--- src/rtl/mul32_seq_if.sv ---
// Operand/result handshake bundle for the iterative 32x32 multiplier.
// The master drives operands and takes results; the slave is the multiplier.
interface mul32_seq_if;
  logic        in_valid;
  logic        in_ready;
  logic [31:0] a;
  logic [31:0] b;
  logic        out_valid;
  logic        out_ready;
  logic [63:0] product;
  logic        busy;

  modport master (
    output in_valid, a, b, out_ready,
    input  in_ready, out_valid, product, busy
  );

  modport slave (
    input  in_valid, a, b, out_ready,
    output in_ready, out_valid, product, busy
  );
endinterface

--- src/rtl/mul32_seq.sv ---
// Iterative shift-add 32x32 unsigned multiplier retiring one multiplier bit per cycle.
// Every partial-product accumulation goes through the 64-bit carry-lookahead adder below.

// 64-bit adder: 4-bit lookahead groups, group carries chained with group generate/propagate.
module addition64 (
  input  logic [63:0] a,
  input  logic [63:0] b,
  input  logic        carry_in,
  output logic [63:0] sum,
  output logic        carry_out
);
  localparam int unsigned W  = 64;
  localparam int unsigned GW = 4;
  localparam int unsigned NG = W / GW;

  logic [W-1:0] g;
  logic [W-1:0] p;
  logic [W-1:0] c;
  logic         c_top;

  assign g = a & b;
  assign p = a ^ b;

  always_comb begin
    logic       cg;
    logic       grp_g;
    logic       grp_p;
    logic [3:0] lg;
    logic [3:0] lp;
    c     = '0;
    cg    = carry_in;
    grp_g = 1'b0;
    grp_p = 1'b0;
    lg    = '0;
    lp    = '0;
    for (int unsigned j = 0; j < NG; j++) begin
      lg = g[GW*j +: GW];
      lp = p[GW*j +: GW];
      c[GW*j]     = cg;
      c[GW*j + 1] = lg[0] | (lp[0] & cg);
      c[GW*j + 2] = lg[1] | (lp[1] & lg[0]) | (lp[1] & lp[0] & cg);
      c[GW*j + 3] = lg[2] | (lp[2] & lg[1]) | (lp[2] & lp[1] & lg[0])
                  | (lp[2] & lp[1] & lp[0] & cg);
      grp_g = lg[3] | (lp[3] & lg[2]) | (lp[3] & lp[2] & lg[1])
            | (lp[3] & lp[2] & lp[1] & lg[0]);
      grp_p = &lp;
      cg    = grp_g | (grp_p & cg);
    end
    c_top = cg;
  end

  assign sum       = p ^ c;
  assign carry_out = c_top;
endmodule

module mul32_seq (
  input  logic        clk,
  input  logic        rst,
  mul32_seq_if.slave  bus
);
  localparam int unsigned OPW  = 32;
  localparam int unsigned PRDW = 64;

  typedef enum logic [1:0] {IDLE, RUN, DONE} state_t;

  state_t          state;
  state_t          state_nx;
  logic [PRDW-1:0] mcand;
  logic [PRDW-1:0] mcand_nx;
  logic [OPW-1:0]  mplier;
  logic [OPW-1:0]  mplier_nx;
  logic [PRDW-1:0] acc;
  logic [PRDW-1:0] acc_nx;
  logic [PRDW-1:0] addend;
  logic [PRDW-1:0] add_sum;
  logic            add_co;
  logic            accept;

  assign addend = mplier[0] ? mcand : '0;

  addition64 u_add (
    .a         (acc),
    .b         (addend),
    .carry_in  (1'b0),
    .sum       (add_sum),
    .carry_out (add_co)
  );

  assign bus.in_ready  = (state == IDLE) & ~rst;
  assign bus.out_valid = (state == DONE);
  assign bus.product   = acc;
  assign bus.busy      = (state != IDLE);
  assign accept        = bus.in_valid & bus.in_ready;

  // State and datapath registers; reset wins over any handshake.
  always_ff @(posedge clk) begin
    if (rst) begin
      state  <= IDLE;
      mcand  <= '0;
      mplier <= '0;
      acc    <= '0;
    end else begin
      state  <= state_nx;
      mcand  <= mcand_nx;
      mplier <= mplier_nx;
      acc    <= acc_nx;
    end
  end

  always_comb begin
    state_nx  = state;
    mcand_nx  = mcand;
    mplier_nx = mplier;
    acc_nx    = acc;
    case (state)
      IDLE: begin
        if (accept) begin
          mcand_nx  = PRDW'(bus.a);
          mplier_nx = bus.b;
          acc_nx    = '0;
          state_nx  = (bus.b == '0) ? DONE : RUN;
        end
      end
      RUN: begin
        acc_nx    = add_sum;
        mcand_nx  = mcand << 1;
        mplier_nx = mplier >> 1;
        // Stop as soon as no set multiplier bits remain.
        if (mplier[OPW-1:1] == '0) state_nx = DONE;
      end
      DONE: begin
        if (bus.out_ready) state_nx = IDLE;
      end
      default: state_nx = IDLE;
    endcase
  end

  // The full product always fits in 64 bits, so the adder never carries out.
  a_no_carry: assert property (@(posedge clk) disable iff (rst) (state == RUN) |-> !add_co);
endmodule

--- src/flat_wrapper.sv ---
// flat-port wrapper written by rule: the top's interface ports become plain ports
module mul32_seq_flat 
  (clk, rst, bus_in_valid, bus_a, bus_b, bus_out_ready, bus_in_ready, bus_out_valid, bus_product, bus_busy);
  mul32_seq_if bus_i ();
  input  logic clk;
  input  logic rst;
  input wire logic [$bits(bus_i.in_valid)-1:0] bus_in_valid;
  input wire logic [$bits(bus_i.a)-1:0] bus_a;
  input wire logic [$bits(bus_i.b)-1:0] bus_b;
  input wire logic [$bits(bus_i.out_ready)-1:0] bus_out_ready;
  output wire logic [$bits(bus_i.in_ready)-1:0] bus_in_ready;
  output wire logic [$bits(bus_i.out_valid)-1:0] bus_out_valid;
  output wire logic [$bits(bus_i.product)-1:0] bus_product;
  output wire logic [$bits(bus_i.busy)-1:0] bus_busy;
  assign bus_i.in_valid = bus_in_valid;
  assign bus_i.a = bus_a;
  assign bus_i.b = bus_b;
  assign bus_i.out_ready = bus_out_ready;
  assign bus_in_ready = bus_i.in_ready;
  assign bus_out_valid = bus_i.out_valid;
  assign bus_product = bus_i.product;
  assign bus_busy = bus_i.busy;
  mul32_seq u_core (.clk(clk), .rst(rst), .bus(bus_i));
endmodule
--- config.mk ---
export PLATFORM = sky130hd
export DESIGN_NAME = mul32_seq_flat
export DESIGN_NICKNAME = d
export VERILOG_FILES = /design/src/rtl/mul32_seq_if.sv /design/src/rtl/mul32_seq.sv /design/src/flat_wrapper.sv
export SDC_FILE = /design/constraint.sdc
export NUM_CORES = 1
export LEC_CHECK = 0
export CAP_MARGIN = 20
export CORE_ASPECT_RATIO = 0.6
export CORE_MARGIN = 10
export CORE_UTILIZATION = 48
export CTS_BUF_LIST = sky130_fd_sc_hd__clkbuf_2 sky130_fd_sc_hd__clkbuf_4 sky130_fd_sc_hd__clkbuf_8
export DETAILED_ROUTE_END_ITERATION = 16
export HOLD_SLACK_MARGIN = 0.03
export PLACE_DENSITY_LB_ADDON = 0.1
export SETUP_SLACK_MARGIN = 0.4
export SYNTH_ARGS = -nofsm -noshare
export SYNTH_HDL_FRONTEND = slang
export SYNTH_SLANG_ARGS = --single-unit
--- constraint.sdc ---
create_clock -name clk -period 5.2 [get_ports clk]
set_clock_uncertainty 0.15 [all_clocks]
set_input_delay 1.04 -clock clk [delete_from_list [all_inputs] [get_ports clk]]
set_output_delay 1.04 -clock clk [all_outputs]
set_load 0.01 [all_outputs]
==> key figures <==
Cells and area
  – Ant. Diodes: 0
  – Fillers: about 1800
  – Non-filler cells, final: 1493
  – Final nets: roughly 1400
  – Final instance area: about 11000 sq um
  – Layout area overhead: 21.0%
  – Layout cells sized above 1: under 10%

Detailed routing
  – Vias: about 8300
  – Total wire length: ~25 mm
  – Routed Antenna Nets: 0
  – DR WL/cell: approximately 17 um
  – Via-to-Cell Ratio: roughly 5.6
  – Number of detailed-route iterations in the first pass: 5
  – DRC violations left: 0
  – DR iter-0 viols: around 630

Logic synthesis
  – Yosys Warn Count: 0
  – Synth Flop Type: dfxtp_1
  – Register bit total from synthesis: around 160
  – Register area share after synthesis: between 30% and 40%
  – Synth area leaders: dfxtp_1 35%, ha_1 8.5%, a21oi_1 7.7%
  – Cell accounting for the most synthesized area: dfxtp_1
  – Cell Area, Synth: just over 9000 sq um
  – Synth unique cells: 62
  – Gate Count Post-Synth: 1144
  – Syn nets: between 1000 and 1500
  – Area share of the largest cell type after synthesis: around a third
  – Count leader, synth: dfxtp_1
  – Commonest cells in the netlist: 162 x dfxtp_1, 143 x a21oi_1, 129 x nand2_1
  – Async set-reset flop share out of synthesis: 0%
  – Post-synth EDFFs: 0
  – Syn Area/Cell: roughly 8.1 sq um

Global route
  – Largest net degree at the start of global routing: 85
  – First-pass GRT wire length: roughly 42 mm
  – Gr usage total: 20.0%
  – Gr ovfl total: 0
  – Vias in the first global route: 7906
  – Antenna violations before repair: 0

Setup path
  – FF-to-FF setup slack: 0.90 ns
  – Startpoint Class: register
  – Critical setup path kind: reg -> reg
  – Most frequent cell on the critical path: a21oi_1
  – Critical path required time: 5.44 ns
  – CP max FO: 45
  – CP max stage cell: dfxtp_2
  – Critical path endpoint category: register
  – Crit-path cells: and2_1, ha_1, a211o_1, a21oi_4, o211ai_2, o2111ai_2, nand4b_1, a21oi_1, o21bai_1, a21o_1, fa_1, xor2_1, nand2_1, a21oi_1
  – Max incr delay on CP: approximately 0.83 ns
  – Critical path arrival: 4.54 ns
  – Reg2reg path depth: 14

CTS
  – Postcts setup bufs: 0
  – Worst-path clk slew: 0.09 ns
  – Clk Tree Root Cell: clkbuf_8
  – Depth of the CTS H-tree: 4
  – CTS tree: built
  – Clock Latency Late Sink: roughly 0.48 ns
  – Resized cells post-CTS: 0
  – Max clock buf depth: 2
  – Sink Count: approximately 160
  – CTS Hold Buffers Added: 0
  – CTS Buf Count: 17

Die
  – Die X: 199 um
  – Full die area: around 25000 sq um
  – Die height: roughly 130 um
  – Initial core utilization: about half
  – Core ar.: about 19000 sq um
  – # rows: 39
  – Number of top-level pins: around 140

Outcome
  – Status: complete, no violations

STA
  – Endpoints failing setup: 0
  – Max_slew headroom: between 30 and 40%
  – Final slew viol count: 0
  – Period utilization: just over 80%
  – Setup total negative slack: 0 ns
  – RSZ-0062 raised after global routing: false
  – Fmax: ~0.23 GHz
  – Fin. Hold Viols: 0
  – Tmin final: approximately 4.3 ns
  – Slew at the pin with the worst max-slew slack: a little over 0.9 ns

Run
  – Max_cap viols: 0

Placement
  – Final HPWL DP: between 15 and 20 mm
  – Placed cells: 1461
  – IO buf count: 134
  – DP Area: 10700 sq um
  – RePlAce Congestion: 0.812

Pwr
  – Pwr Density: around 250 nW/um^2
  – Max VDD drop: between 150 and 200 uV
  – LEAKAGE: 4.76 nW

Hold path
  – Hold Crit Class: reg -> reg
  – Hold Path Depth: 2
[power by group]
part | switching (mW) | internal (mW) | total, mW
sequential | 0.0498 | 1.29 | 1.34
clock | 0.501 | 0.597 | 1.10
combinational | 0.212 | 0.123 | 0.335
total | 0.763 | 2.01 | 2.77
[cell usage in the layout, fill, tap and decap left out, types with 11 or more instances in the layout]
cell type	Yosys	final
inv_1	17	17
nand2_1	129	128
xor2_1	27	27
dfxtp_1	162	161
nand3_1	90	90
a21oi_1	143	143
clkdlybuf4s50_1	0	133
nor4_1	46	46
and2_1	64	64
xnor2_1	17	17
buf_4	0	11
a21o_1	31	31
nor2_1	121	120
clkbuf_8	0	19
fa_1	16	16
ha_1	63	63
a22oi_1	40	40
[worst paths after layout]
path	end	from
setup / recovery	u_core.bus.product[49]$_SDFFE_PP0P_	u_core.mplier[0]$_SDFFE_PP0P_
hold / removal	u_core.mcand[44]$_SDFFE_PP0P_	u_core.mcand[43]$_SDFFE_PP0P_
setup reg to reg	u_core.bus.product[49]$_SDFFE_PP0P_	u_core.mplier[0]$_SDFFE_PP0P_
hold reg to reg	u_core.mcand[44]$_SDFFE_PP0P_	u_core.mcand[43]$_SDFFE_PP0P_
[per-layer routing]
metal / vias up / global-route usage (%) / part of all wire [%]
li1: 4210 / - / -
met3: 14 / 4.38 / 5.0
met2: 173 / 29.1 / 43
met5: - / 0 / 0
met1: 3935 / 29.1 / 52
met4: 0 / 4.47 / 0.86
[critical path, delay by kind of cell (launching register included)]
kind,cells,cell delay (ns)
adder cells (fa/ha/maj),2,0.63
AO/OA/AOI/OAI,8,1.91
flip-flops,1,0.83
AND/OR/NAND/NOR,3,0.57
XOR/XNOR,1,0.13
[per-stage QoR]
step                      hold WS, ns  setup WS, ns  util [%]  total power, mW
after floorplan                 0.291          1.50         -             1.56
after global placement          0.301          1.07      56.4             1.69
after detailed placement        0.308          1.02      56.4             1.70
after CTS                       0.317         0.950      58.9             2.79
after global routing            0.340         0.648      58.9             2.89
final                           0.318         0.903      58.9             2.77
[cells by family (layout without fill, tap and decap cells)]
logic type / after synthesis / count (layout) / synth area share, %
fa+ha+maj: 79 / 79 / 12.0
xor+xnor: 44 / 44 / 4.17
mux: 1 / 1 / 0.122
simple gates: 494 / 494 / 25.9
buf+inv: 91 / 194 / 3.78
compound gates: 273 / 273 / 18.9
flops: 162 / 162 / 35.1
[cell type report]
class                      count  area, sq um  share of cell area, %
sequential                   162         3240                   29.0
inverter                      18         67.6                  0.604
clock buffer                  19          262                   2.34
tap                          246          308                   2.75
timing repair buffer         144         1410                   12.6
multi-input combinational    891         5680                   50.8
clock inverter                13          206                   1.85
[sequential cells by signal, indices dropped and copies added (netlist names)]
name                cells
u_core.mcand           64
u_core.mplier          32
u_core.state            2
u_core.bus.product     64
Note: power is estimated with default switching activity, not from simulation.
==> patch: new RTL, same flow settings <==
Reset style: asynchronous (`rst`), changed in one clocked block.
--- a/src/rtl/mul32_seq.sv
+++ b/src/rtl/mul32_seq.sv
@@ -93,7 +93,7 @@
   assign accept        = bus.in_valid & bus.in_ready;
 
   // State and datapath registers; reset wins over any handshake.
-  always_ff @(posedge clk) begin
+  always_ff @(posedge clk or posedge rst) begin
     if (rst) begin
       state  <= IDLE;
       mcand  <= '0;
Function: differs if rst is asserted again (counterexample within 4 cycles, from zero or initial values and one cycle with rst high); with rst held inactive, the same outputs for 4 cycles.
==> patch against the original RTL <==
Sequential share of layout area is 5.9 points higher; via count down 3.4%; final cell count is 1.7% lower; area after synthesis grew 3.4%; global-route usage rose by 0.26 points; critical path depth unchanged; design area up 3.8%; setup slack gained 0.21 ns; die area grew 3.0%; worst hold slack improved by 0.030 ns; critical path type unchanged; routed wire length is 1.5% higher; sequential cell count unchanged.
Power is not compared: it rests on default switching activity, and its combinational part moved more than twofold at a synthesized area within 25%.
==> patch: results (changes against the original RTL) <==
Root buffer cell: clkbuf_8
Clock Path Buffers: 2 (unchanged)
Buffers on Ports: 134 (unchanged)
First-pass GRT wire length: 42.91 mm (+2.6%)
Worst-margin pin slew: 1.090 ns (+0.1752 ns)
Via count: 8050 (-3.4%)
Vias in the first global route: 7781 (-1.6%)
Share of layout cells above drive strength 1: 0.04996 (-0.009384)
Initial drt markers: 655 (+3.3%)
Met1 usage: 0.3096 (+0.01813)
CP Max Fanout: 29 (-36%)
Peak supply drop: 0.4025 mV
Top_reg_cell synth: dfrtp_1
Synth area leaders: dfrtp_1 (42%), ha_1 (8.2%), nand2_1 (5.7%), nor2_1 (5.5%), o21ai_0 (5.3%)
Total GRT Usage: 0.2023 (+0.002551)
Num CTS Buffers: 17 (unchanged)
# fillers: 1716 (-2.5%)
Asr flop ratio synth: 1.000 (+1.000)
Status: finished, final reports clean
Placed inst area: 11170 µm² (+4.3%)
Post-CTS Setup Bufs: 0 (unchanged)
Met2 usage: 0.2763 (-0.01491)
Final instance area: 11610 µm² (+3.8%)
Met3 Usage GRT: 0.04978 (+0.005990)
Internal: 4.349 mW
Top cell family by delay on the critical path: compound AO/OA/AOI/OAI gates
Mapped Nets: 1228 (-4.9%)
Number of distinct library cells after synthesis: 55 (-11%)
Leakage: 5.025 nW
Finish-stage setup viols: 0 (unchanged)
Initial antenna violation count: 1 (+1)
Top cells by count, synth: dfrtp_1 (162), nand2_1 (146), nor2_1 (141)
CP max-delay cell: dfrtp_2
Reg clk slew, reported paths: 0.09 ns (about the same)
ANT cells: 0 (unchanged)
NumNets Final: 1335 (-3.3%)
CP max stage delay: 0.58 ns (-0.25 ns)
Sequential-to-total area share from yosys stat: 0.4243 (+0.07327)
GPL Wtd Cong: 0.8449 (+4.1%)
Skew-Pair Late Insertion Delay: 0.49 ns
Number of synthesized flops with an enable pin: 0 (unchanged)
Hold Path Class: reg -> reg
Ys Warns: 0 (unchanged)
WP data arrival: 4.28 ns (-0.26 ns)
HPWL Detailed: 17.76 mm (+1.6%)
Total iterations of the first detailed-routing run: 5 (unchanged)
Largest net degree at the start of global routing: 98 (+15%)
Avg WL per Cell: 17.60 µm (+3.3%)
CTS H-Tree Depth: 4 (unchanged)
## patch: changes by cell type in the layout (fill, tap and decap cells not counted), moves of 12 or more
cell,delta
a21oi_1,-105
a21o_1,-12
dfxtp_1,-161
nor4_1,-31
dfrtp_1,+161
a22oi_1,-40
nor2_1,+20
nand2_1,+16
o21ai_0,+93
nand3_1,-56
xor2_1,-14
o22ai_1,+60
## patch: stage by stage
| stage | std cells | power [mW] | worst slack [ns] |
|---|---|---|---|
| after floorplan | 1081 | 5.438 | 1.559 |
| after global placement | 1434 | 6.778 | 0.9471 |
| after detailed placement | 1435 | 6.873 | 0.9243 |
| after CTS | 1467 | 7.939 | 0.8753 |
| after global routing | 1467 | 8.673 | 0.6434 |
| final | 1467 | 7.892 | 1.110 |
## patch: what timing repair did
action                     CTS  global route
resized for setup            0             1
setup endpoints to repair    0             1
hold endpoints to repair     0             0
## patch: layout make-up
class	count	area share
inverter	20	0.006791
multi-input combinational	841	0.4512
clock buffer	19	0.02145
tap	266	0.02867
timing repair buffer	146	0.1265
sequential	162	0.3494
clock inverter	13	0.01595
## patch: worst reg2reg max path, delay by kind of cell (launching register included)
| family | cells | cell delay [ns] |
|---|---|---|
| AOI/OAI and AO/OA | 6 | 1.48 |
| adders and majority gates | 2 | 0.77 |
| buffers and inverters | 1 | 0.07 |
| DFF | 1 | 0.58 |
| and+or+nand+nor | 5 | 0.90 |
## patch: metal layers
layer	wire length, µm	up-vias
li1	-	4028
met1	13770	3791
met2	10310	206
met3	1482	23
met4	229	2
met5	13	-
## patch: logic make-up after synthesis
family,count (synthesis),synth area share
XOR/XNOR,36,0.03300
AO/OA/AOI/OAI,276,0.1776
flip-flops,162,0.4243
AND/OR/NAND/NOR,450,0.2185
adder cells (fa/ha/maj),79,0.1160
buffers and inverters,78,0.03064
## patch: power groups by stage
stage | Clock, mW | Combinational (mW) | Sequential, mW
floorplan | 0 | 3.11 | 2.32
global placement | 0 | 4.37 | 2.41
detailed placement | 0 | 4.46 | 2.41
CTS | 1.05 | 4.49 | 2.39
global route | 1.11 | 5.08 | 2.48
finish | 1.04 | 4.46 | 2.40
## patch: worst paths after layout
path | slack (ns) | to | cells after the start | start
worst max-delay path | 1.11 | u_core.bus.product[52] | 14 | u_core.mplier[0]
worst min-delay path | 0.35 | u_core.mcand[48] | 2 | u_core.mcand[47]
worst max register to register | 1.11 | u_core.bus.product[52] | 14 | u_core.mplier[0]
worst min register to register | 0.35 | u_core.mcand[48] | 2 | u_core.mcand[47]
max in group asynchronous | 3.18 | u_core.mcand[37] | 4 | rst
min in group asynchronous | 0.78 | u_core.bus.product[56] | 2 | rst
